==> src/rtl/pipe_pkg.sv <==
// Shared types, state encodings and helpers for the pipeline control unit.
package pipe_pkg;

  localparam int unsigned MAX_W = 32;

  typedef logic [1:0] state_t;

  localparam logic [1:0] ST_RUN   = 2'd0;
  localparam logic [1:0] ST_HOLD  = 2'd1;
  localparam logic [1:0] ST_DRAIN = 2'd2;
  localparam logic [1:0] ST_IDLE  = 2'd3;

  // Lowest set bit index of v; returns 1 when any bit is set.
  function automatic logic lowest_set(input logic [MAX_W-1:0] v, output int unsigned idx);
    logic found;
    found = 1'b0;
    idx   = 0;
    for (int i = 0; i < int'(MAX_W); i++) begin
      if (v[i] && !found) begin
        found = 1'b1;
        idx   = i;
      end
    end
    return found;
  endfunction

endpackage

==> src/rtl/pipe_prio_enc.sv <==
// Lowest-set-index priority encoder (index 0 = oldest stage wins).
module pipe_prio_enc
  import pipe_pkg::*;
#(
  parameter  int unsigned W     = 5,
  localparam int unsigned IDX_W = (W > 1) ? $clog2(W) : 1
) (
  input  logic [W-1:0]     i_vec,
  output logic [IDX_W-1:0] o_idx,
  output logic             o_found
);

  int unsigned w_idx;

  // Widen to the helper's fixed width and narrow the index back.
  always_comb begin
    w_idx   = 0;
    o_found = lowest_set(MAX_W'(i_vec), w_idx);
    o_idx   = IDX_W'(w_idx);
  end

endmodule

==> src/rtl/pipe_ctrl_unit.sv <==
// In-order pipeline control: bubble tracking, stall/flush resolution,
// multi-cycle hold with countdown and a drain/quiesce handshake.
// Optional statistics counters are built when PIPE_CTRL_STATS_EN is defined.
module pipe_ctrl_unit
  import pipe_pkg::*;
#(
  parameter  int unsigned STAGES = 5,
  parameter  int unsigned CNT_W  = 4
`ifdef PIPE_CTRL_STATS_EN
  , parameter int unsigned STAT_W = 32
`endif
  , localparam int unsigned IDX_W = $clog2(STAGES)
) (
  input  logic              clk,
  input  logic              rst,
  input  logic [STAGES-1:0] stall,
  input  logic [STAGES-1:0] flush,
  input  logic              hold_req,
  input  logic [IDX_W-1:0]  hold_stage,
  input  logic [CNT_W-1:0]  hold_len,
  input  logic              drain_req,
  output logic [STAGES-1:0] keep,
  output logic [STAGES-1:0] dirty,
  output logic [STAGES-1:0] valid,
  output logic              busy,
  output logic              drained
`ifdef PIPE_CTRL_STATS_EN
  , output logic [STAT_W-1:0] stall_cycles
  , output logic [STAT_W-1:0] flush_events
  , output logic [STAT_W-1:0] bubble_retired
`endif
);

  state_t             r_state;
  state_t             w_state_next;
  logic [STAGES-1:0]  r_bubble;
  logic [STAGES-1:0]  w_bubble_next;
  logic [STAGES-1:0]  w_nb;
  logic [CNT_W-1:0]   r_cnt;
  logic [CNT_W-1:0]   w_cnt_next;
  logic [IDX_W-1:0]   r_hold_stage;
  logic [IDX_W-1:0]   w_hold_stage_next;
  logic               r_busy;
  logic               r_drained;
  logic [STAGES-1:0]  w_es;
  logic [IDX_W-1:0]   w_s_idx;
  logic               w_s_found;
  logic [IDX_W-1:0]   w_f_idx;
  logic               w_f_found;
  logic               w_hold_ok;
  logic               w_abort;

  // Effective stall: external requests plus internal hold and drain blocking.
  always_comb begin
    w_es = stall;
    if (r_state == ST_HOLD) w_es[r_hold_stage] = 1'b1;
    if ((r_state == ST_DRAIN) || (r_state == ST_IDLE)) w_es[STAGES-1] = 1'b1;
  end

  pipe_prio_enc #(.W(STAGES)) u_es_enc (
    .i_vec   (w_es),
    .o_idx   (w_s_idx),
    .o_found (w_s_found)
  );

  pipe_prio_enc #(.W(STAGES)) u_fl_enc (
    .i_vec   (flush),
    .o_idx   (w_f_idx),
    .o_found (w_f_found)
  );

  assign w_hold_ok = hold_req && (hold_len != '0);
  assign w_abort   = (r_state == ST_HOLD) && w_f_found && (w_f_idx <= r_hold_stage);

  // Next bubble vector: flush first, then stall/advance.
  always_comb begin
    w_nb = r_bubble;
    if (w_f_found) begin
      for (int i = 0; i < int'(STAGES); i++) begin
        if (IDX_W'(i) >= w_f_idx) w_nb[i] = 1'b1;
      end
    end
    w_bubble_next = w_nb;
    if (w_s_found) begin
      for (int i = 0; i < int'(STAGES) - 1; i++) begin
        if (IDX_W'(i) < w_s_idx) w_bubble_next[i] = w_nb[i+1];
      end
      w_bubble_next[w_s_idx] = 1'b1;
    end else begin
      w_bubble_next = {1'b0, w_nb[STAGES-1:1]};
    end
  end

  // Stage controls: prefix-OR of stall and flush towards younger stages.
  always_comb begin
    logic acc_s;
    logic acc_f;
    acc_s = 1'b0;
    acc_f = 1'b0;
    keep  = '0;
    dirty = '0;
    for (int i = 0; i < int'(STAGES); i++) begin
      acc_s    = acc_s | w_es[i];
      acc_f    = acc_f | flush[i];
      keep[i]  = acc_s;
      dirty[i] = r_bubble[i] | acc_f | acc_s;
    end
  end

  // Next-state and hold counter.
  always_comb begin
    w_state_next      = r_state;
    w_cnt_next        = r_cnt;
    w_hold_stage_next = r_hold_stage;
    case (r_state)
      ST_RUN: begin
        if (w_hold_ok) begin
          w_state_next      = ST_HOLD;
          w_cnt_next        = hold_len;
          w_hold_stage_next = hold_stage;
        end else if (drain_req) begin
          w_state_next = ST_DRAIN;
        end
      end
      ST_HOLD: begin
        if (w_abort || (r_cnt == CNT_W'(1))) begin
          w_state_next = ST_RUN;
          w_cnt_next   = '0;
        end else begin
          w_cnt_next = r_cnt - CNT_W'(1);
        end
      end
      ST_DRAIN: begin
        if (!drain_req)     w_state_next = ST_RUN;
        else if (&r_bubble) w_state_next = ST_IDLE;
      end
      ST_IDLE: begin
        if (!drain_req) w_state_next = ST_RUN;
      end
      default: w_state_next = ST_RUN;
    endcase
  end

  // State, bubble and status registers.
  always_ff @(posedge clk or negedge rst) begin
    if (!rst) begin
      r_state      <= ST_RUN;
      r_bubble     <= '1;
      r_cnt        <= '0;
      r_hold_stage <= '0;
      r_busy       <= 1'b0;
      r_drained    <= 1'b0;
    end else begin
      r_state      <= w_state_next;
      r_bubble     <= w_bubble_next;
      r_cnt        <= w_cnt_next;
      r_hold_stage <= w_hold_stage_next;
      r_busy       <= (w_state_next == ST_HOLD);
      r_drained    <= (w_state_next == ST_IDLE);
    end
  end

  assign valid   = ~r_bubble;
  assign busy    = r_busy;
  assign drained = r_drained;

`ifdef PIPE_CTRL_STATS_EN
  logic [STAT_W-1:0] r_stall_cycles;
  logic [STAT_W-1:0] r_flush_events;
  logic [STAT_W-1:0] r_bubble_retired;

  // Saturating event counters.
  always_ff @(posedge clk or negedge rst) begin
    if (!rst) begin
      r_stall_cycles   <= '0;
      r_flush_events   <= '0;
      r_bubble_retired <= '0;
    end else begin
      if ((w_es != '0) && (r_stall_cycles != '1))
        r_stall_cycles <= r_stall_cycles + STAT_W'(1);
      if ((flush != '0) && (r_flush_events != '1))
        r_flush_events <= r_flush_events + STAT_W'(1);
      if (r_bubble[0] && !keep[0] && (r_bubble_retired != '1))
        r_bubble_retired <= r_bubble_retired + STAT_W'(1);
    end
  end

  assign stall_cycles   = r_stall_cycles;
  assign flush_events   = r_flush_events;
  assign bubble_retired = r_bubble_retired;
`endif

endmodule

==> config.mk <==
export PLATFORM = sky130hd
export DESIGN_NAME = pipe_ctrl_unit
export DESIGN_NICKNAME = d
export VERILOG_FILES = /design/src/rtl/pipe_pkg.sv /design/src/rtl/pipe_prio_enc.sv /design/src/rtl/pipe_ctrl_unit.sv
export SDC_FILE = /design/constraint.sdc
export NUM_CORES = 1
export LEC_CHECK = 0
export BUFFER_PORTS_ARGS = -buffer_cell sky130_fd_sc_hd__buf_2
export CORE_AREA = 3 3 50 52
export CTS_CLUSTER_DIAMETER = 80
export DETAILED_ROUTE_END_ITERATION = 10
export DIE_AREA = 0 0 53 55
export PLACE_DENSITY = 0.76
export RECOVER_POWER = 25
export SLEW_MARGIN = 0
export SYNTH_ARGS = -nofsm -noshare
export SYNTH_HDL_FRONTEND = slang
export SYNTH_SLANG_ARGS = --single-unit
export TNS_END_PERCENT = 30
==> constraint.sdc <==
create_clock -name clk -period 1.9 [get_ports clk]
set_input_delay 0.19 -clock clk [delete_from_list [all_inputs] [get_ports clk]]
set_output_delay 0.19 -clock clk [all_outputs]
set_load 0.02 [all_outputs]
==> results of run 1 <==
[power by group through the flow]
stage / clock network, mW / logic (mW) / registers [mW]
final: 0.220 / 0.599 / 0.555
after CTS: 0.230 / 0.583 / 0.544
after floorplan: 0 / 0.396 / 0.541
after global routing: 0.247 / 0.666 / 0.572
after global placement: 0 / 0.554 / 0.547
after detailed placement: 0 / 0.578 / 0.549
[critical path: stages]
cell and delay [ns]:
buf_2 0.11, or4_4 0.54, nor2_2 0.10, ha_1 0.25
and3_1 0.18, a21oi_1 0.19, o21ai_2 0.13, buf_4 0.15
o22ai_1 0.16
[area by class of cell]
type	instances	share of cell area (%)
inverter	14	3.95
clock buffer	4	2.73
timing repair buffer	45	18.5
tap	28	2.64
sequential	16	30.7
multi-input combinational	80	41.4
[cells in the mapped netlist (all sizes together), types with 2 or more instances]
cell     n  area [sq um]
nand2   10          37.5
o22ai    3          25.0
nor2    11          51.3
ha       5          62.6
dfrtp   11           275
a21o     2          15.0
nor2b    3          18.8
a22oi    3          22.5
a21oi    6          30.0
and3     2          12.5
nor4     3          25.0
mux2i    3          30.0
nand3b   2          27.5
dfstp    5           131
inv     14          52.6
o21ai    9          52.6
nor3     5          25.0
nand2b   3          18.8
or4      2          22.5
[timing repair]
item,CTS,global route
hold buffers,1,0
hold endpoints to repair,11,0
gates resized for setup,0,3
setup buffers,0,1
setup endpoints to repair,0,4
[stage by stage]
step	setup TNS (ns)	utilization (%)	cells	hold WS, ns	setup WS [ns]
finish	0	61.9	187	0.117	0.0907
global route	-0.00387	61.9	187	0.108	-0.00387
CTS	0	61.0	186	0.114	0.0234
detailed placement	-0.916	58.9	181	0.124	-0.223
global placement	-0.608	58.9	181	0.115	-0.145
floorplan	-0.0380	-	111	-0.106	-0.0320
[worst paths after layout]
path                                       from               to  slack (ns)  cells past startpoint
min in group asynchronous                   rst       r_state[1]        0.52                      2
worst max-delay path                   flush[3]         r_cnt[0]        0.09                      9
worst min register to register         r_cnt[1]         r_cnt[1]        0.53                      1
worst min-delay path              hold_stage[2]  r_hold_stage[2]        0.12                      3
max in group asynchronous                   rst       r_state[0]        0.81                      2
worst max register to register  r_hold_stage[2]         r_cnt[0]        0.22                      7
[state kept, by name, indices dropped and copies added (netlist names)]
register      cells
r_hold_stage      3
drained           1
r_bubble          5
busy              1
r_cnt             4
r_state           2
[routing by layer]
| layer | track usage [%] | wire [um] | vias to the layer above |
|---|---|---|---|
| met3 | 3.75 | 173 | 2 |
| met2 | 29.8 | 1100 | 36 |
| li1 | - | - | 485 |
| met4 | 6.38 | 17 | 0 |
| met1 | 22.9 | 1060 | 459 |
| met5 | 0 | 0 | - |
[cells by family (layout without fill, tap and decap cells)]
group / after synthesis / after routing
adder cells (fa/ha/maj): 5 / 5
AND/OR/NAND/NOR: 43 / 43
buffers and inverters: 15 / 63
multiplexers: 4 / 4
flip-flops: 16 / 16
AO/OA/AOI/OAI: 28 / 28
==> reports/results.ini, run 1 <==
[layout]
fillers = 216
fin_nets = 186
final_common_cell = buf_2
diodes = 0
multi_input_area_sq_um = 551
fin_area_sq_um = 1330
drive_gt1_share_pct = 40.9
final_cell_mix = buf_2, inv_1, nand2_1, dfrtp_1, nor2_1
area_growth_pct = 32.3
regArea_sq_um = 408

[clocking]
root_buffer = clkbuf_4
cts-buffers-inserted = 3
clk_pin_slew_ns = 0.09
htree_levels = 1
cts_max_path_buffers = 2
clock_sinks = 16
cts_tree = done
clk_latency_ns = 0.28

[die]
rows = 17
start_util_pct = 46.8
core_area_sq_um = 2150
die-height_um = 55
top_level_ports = 38
die_w_um = 53
die_area_sq_um = 2920

[power]
total_power_mw = 1.37
pwr-share-clk_pct = 16.0
internal_power_mw = 0.843
powerDensity_nw_per_um2 = 1030
p_sw_mw = 0.531
p_sw_share_pct = 38.6
cellLeakagePower_nw = 0.671
seqPwrFrac_pct = 40.4
pwr-share-comb_pct = 43.6
ir_drop_mv = 0.589

[yosys]
synth_cells = 111
synthAdderAreaFrac_pct = 6.23
synth_compound_area_share_pct = 18.1
synth_nets = 137
ys.flop_type = dfrtp_1
async_reset_ff_share_pct = 100
synth_area_per_cell_sq_um = 9.05
synth_top_family_by_area = simple AND/OR/NAND/NOR gates
synth_warnings = 0
ys_ff_latch = 16
yosysSeqAreaShare_pct = 40.5
synthMuxAreaShare_pct = 4.48
synth_cell_types = 35
netlist_area_sq_um = 1000
synth-simple-area-share_pct = 25.0
synth_edf_count = 0
synth_xor_area_share_pct = 0

[routing]
dr_total_vias = 982
wl_um = 2350
routedWlPerCell_um = 12.6
via_per_inst = 5.25
drt_iter0_markers = 20
firstDrtPassIters = 4
drc_errors = 0
drtAntennaViolNets = 0

[timing]
slew_violations = 0
slew_headroom_pct = 43.6
worst_slew_pin_slew_ns = 0.847
hold_viol_final = 0
fmax_mhz = 553
setup_viol = 0
finalCritPeriodShare_pct = 95.2
fin_worst_skew_ns = 0.00697
period_minus_slack_ns = 1.81

[job]
drv_cap = 0

[placement]
placed_cell_area_sq_um = 1260
numPortBuffers = 37
globalplace.congestion = 0.844
hpwlAfterDp_um = 1920

[worst_setup_path]
cp-start-kind = input pin
end_kind = flop
arrival_ns = 2.00
crit_fanout = 4
critPathKind = input pin to flop
crit_required_ns = 2.10

[global_routing]
grt_usage_pct = 17.9
grt-ovfl-total = 0
grt_antenna_before_repair = 0
grt_pass1_vias = 888
grt_pass1_wl_um = 3810
grt_max_degree = 17

[worst_hold_path]
hold_class = input pin to flop

[run_status]
outcome = finished, final reports clean

Power figures use the tool's default switching activity.
==> run 2, diff against run 1 <==
--- a/config.mk
+++ b/config.mk
@@ -10,7 +10,7 @@
 export CTS_CLUSTER_DIAMETER = 80
 export DETAILED_ROUTE_END_ITERATION = 10
 export DIE_AREA = 0 0 53 55
-export PLACE_DENSITY = 0.76
+export PLACE_DENSITY_LB_ADDON = 0.05
 export RECOVER_POWER = 25
 export SLEW_MARGIN = 0
 export SYNTH_ARGS = -nofsm -noshare
==> constraint.sdc (replaced) <==
create_clock -name clk -period 2.05 [get_ports clk]
set_input_delay 0.205 -clock clk [delete_from_list [all_inputs] [get_ports clk]]
set_output_delay 0.205 -clock clk [all_outputs]
set_load 0.02 [all_outputs]
==> run 2 against run 1 <==
  * Count of clock-buffer cells in the layout stayed put
  * Sequential power is 9.0% lower
  * Final cell count is 1.6% lower
  * Highest routed layer unchanged
  * Global-route usage is 0.10 points lower
  * Register-to-register slack better by 0.12 ns
  * Clock power is 8% lower
==> reports/results.ini, run 2 (synthesized netlist as in run 1, its figures left out) <==
[run_status]
outcome = finished, final reports clean  ; unchanged

[layout]
diodes = 0  ; unchanged
largest-register = r_bubble  ; unchanged
fin_nets = 183  ; was 186
drive_gt1_share_pct = 37.8  ; was 40.9%
top_regs = r_bubble x5, r_cnt x4, r_hold_stage x3  ; unchanged
final_common_cell = buf_2  ; unchanged
final_cell_mix = buf_2, inv_1, dfrtp_1, nand2_1, nor2_1  ; was buf_2, inv_1, nand2_1, dfrtp_1, nor2_1
finalCoreUtilization_pct = 60.3  ; was 61.9%
fin_area_sq_um = 1290  ; was 1330 sq um
area_growth_pct = 28.9  ; was 32.3%
largest_reg_flops = 5  ; unchanged

[power]
cellLeakagePower_nw = 0.656  ; was 0.671 nW
pwr-share-clk_pct = 16.4  ; was 16.0%
pwr-share-comb_pct = 42.8  ; was 43.6%
seqPwrFrac_pct = 40.8  ; was 40.4%
p_sw_mw = 0.483  ; was 0.531 mW
powerDensity_nw_per_um2 = 956  ; was 1030 nW/um^2
internal_power_mw = 0.754  ; was 0.843 mW
ir_drop_mv = 0.581  ; was 0.589 mV
p_sw_share_pct = 39.1  ; was 38.6%

[timing]
period_minus_slack_ns = 1.89
rsz0062_at_grt = no
slew_headroom_pct = 42.6  ; was 43.6%
fmax_mhz = 530
setup_viol = 0  ; unchanged
fin_worst_skew_ns = 0.00213  ; was 0.00697 ns
slew_violations = 0  ; unchanged
worst_slew_pin_slew_ns = 0.862  ; was 0.847 ns
hold_viol_final = 0  ; unchanged
finalCritPeriodShare_pct = 92.1

[worst_setup_path]
critPathKind = flop to primary output  ; was input pin to flop
path_delay_family = simple AND/OR/NAND/NOR gates  ; unchanged
crit_buf_inv = 1  ; was 2
cpPeakStageDelay_ns = 0.47  ; was 0.54 ns
crit_fanout = 6  ; was 4
reg2reg_slack_ns = 0.34  ; was 0.22 ns
slowest_stage = dfrtp_1  ; was or4_4
crit_path_cell_trace = nand2b_1 > nor2_1 > a21o_1 > or3_1 > buf_2  ; was buf_2 > or4_4 > nor2_2 > ha_1 > and3_1 > a21oi_1 > o21ai_2 > buf_4 > o22ai_1
cp-start-kind = flop  ; was input pin
crit_required_ns = 1.85  ; was 2.10 ns
arrival_ns = 1.68  ; was 2.00 ns
end_kind = primary output  ; was flop

[placement]
numPortBuffers = 37  ; unchanged
hpwlAfterDp_um = 1910  ; was 1920 um
globalplace.congestion = 0.846  ; was 0.844
placed_cell_area_sq_um = 1250  ; was 1260 sq um

[routing]
routedWlPerCell_um = 12.8  ; was 12.6 um
firstDrtPassIters = 4  ; unchanged
wl_um = 2360  ; was 2350 um
dr_total_vias = 930  ; was 982
drt_iter0_markers = 20  ; unchanged
drtAntennaViolNets = 0  ; unchanged
via_per_inst = 5.05  ; was 5.25
drc_errors = 0  ; unchanged

[clocking]
clk_latency_ns = 0.28  ; about the same
cts_setup_buffers = 0  ; unchanged
cts_max_path_buffers = 2  ; unchanged
htree_levels = 1  ; unchanged
cts_tree = done  ; unchanged
root_buffer = clkbuf_4  ; unchanged
clk_pin_slew_ns = 0.09  ; about the same
clock_sinks = 16  ; unchanged
cts-buffers-inserted = 3  ; unchanged

[global_routing]
grt_max_degree = 17  ; unchanged
grt_pass1_vias = 830  ; was 888
grt_pass1_wl_um = 3700  ; was 3810 um
grt-ovfl-total = 0  ; unchanged
grt_usage_pct = 17.8  ; was 17.9%
grt_antenna_before_repair = 0  ; unchanged

[die]
rows = 17  ; unchanged
start_util_pct = 46.8  ; unchanged
core_area_sq_um = 2150  ; unchanged
die_w_um = 53  ; unchanged
die_area_sq_um = 2920  ; unchanged
top_level_ports = 38  ; unchanged
die-height_um = 55  ; unchanged

[worst_hold_path]
hold_class = input pin to flop  ; unchanged

[job]
drv_cap = 0  ; unchanged

[run 2: stage by stage]
| step | setup TNS, ns | std cells | worst slack (ns) | hold WS, ns | total power [mW] |
|---|---|---|---|---|---|
| 3_3_place_gp | -0.0749 | 179 | -0.0485 | 0.137 | 1.02 |
| 4_1_cts | 0 | 184 | 0.145 | 0.128 | 1.25 |
| 2_1_floorplan | 0 | 111 | 0.103 | -0.0906 | 0.869 |
| 6_report | 0 | 184 | 0.162 | 0.134 | 1.24 |
| 5_1_grt | 0 | 184 | 0.0367 | 0.129 | 1.35 |
| 3_5_place_dp | -0.125 | 179 | -0.0777 | 0.137 | 1.04 |
[run 2: metal layers]
layer	part of all wire, %	global-route usage (%)	up-vias
met5	0	0	-
met4	1.3	6.38	0
met3	6.0	2.95	4
met2	47	29.5	27
met1	45	23.3	424
li1	-	-	475
[run 2: what timing repair did]
action                     in CTS  in global routing
hold buffers                    1                  0
setup endpoints to repair       0                  0
gates resized for setup         0                  0
hold endpoints to repair       11                  0
[run 2: power by group through the flow]
stage          clock network (mW)  logic, mW  registers (mW)
2_1_floorplan                   0      0.367           0.502
3_3_place_gp                    0      0.514           0.509
3_5_place_dp                    0      0.530           0.510
4_1_cts                     0.213      0.534           0.506
5_1_grt                     0.232      0.599           0.523
6_report                    0.203      0.529           0.505
[run 2: final timing paths]
path                                   end            start  cells after the start
max                               dirty[0]       r_state[0]                      5
min                        r_hold_stage[2]    hold_stage[2]                      3
max reg2reg                     r_state[0]  r_hold_stage[2]                      7
min reg2reg                       r_cnt[3]         r_cnt[3]                      1
max in group asynchronous         r_cnt[3]              rst                      2
min in group asynchronous             busy              rst                      2
[run 2: layout make-up]
type                    instances  area (sq um)
fillers                       206           853
multi-input cells              80           541
flip-flops and latches         16           407
repair buffers                 42           224
inverters                      14          52.6
clock buffers                   4          36.3
well taps                      28          35.0
[run 2: worst min-delay path: stages]
cell	delay, ns
buf_2	0.07
nand2_1	0.03
o21ai_0	0.06
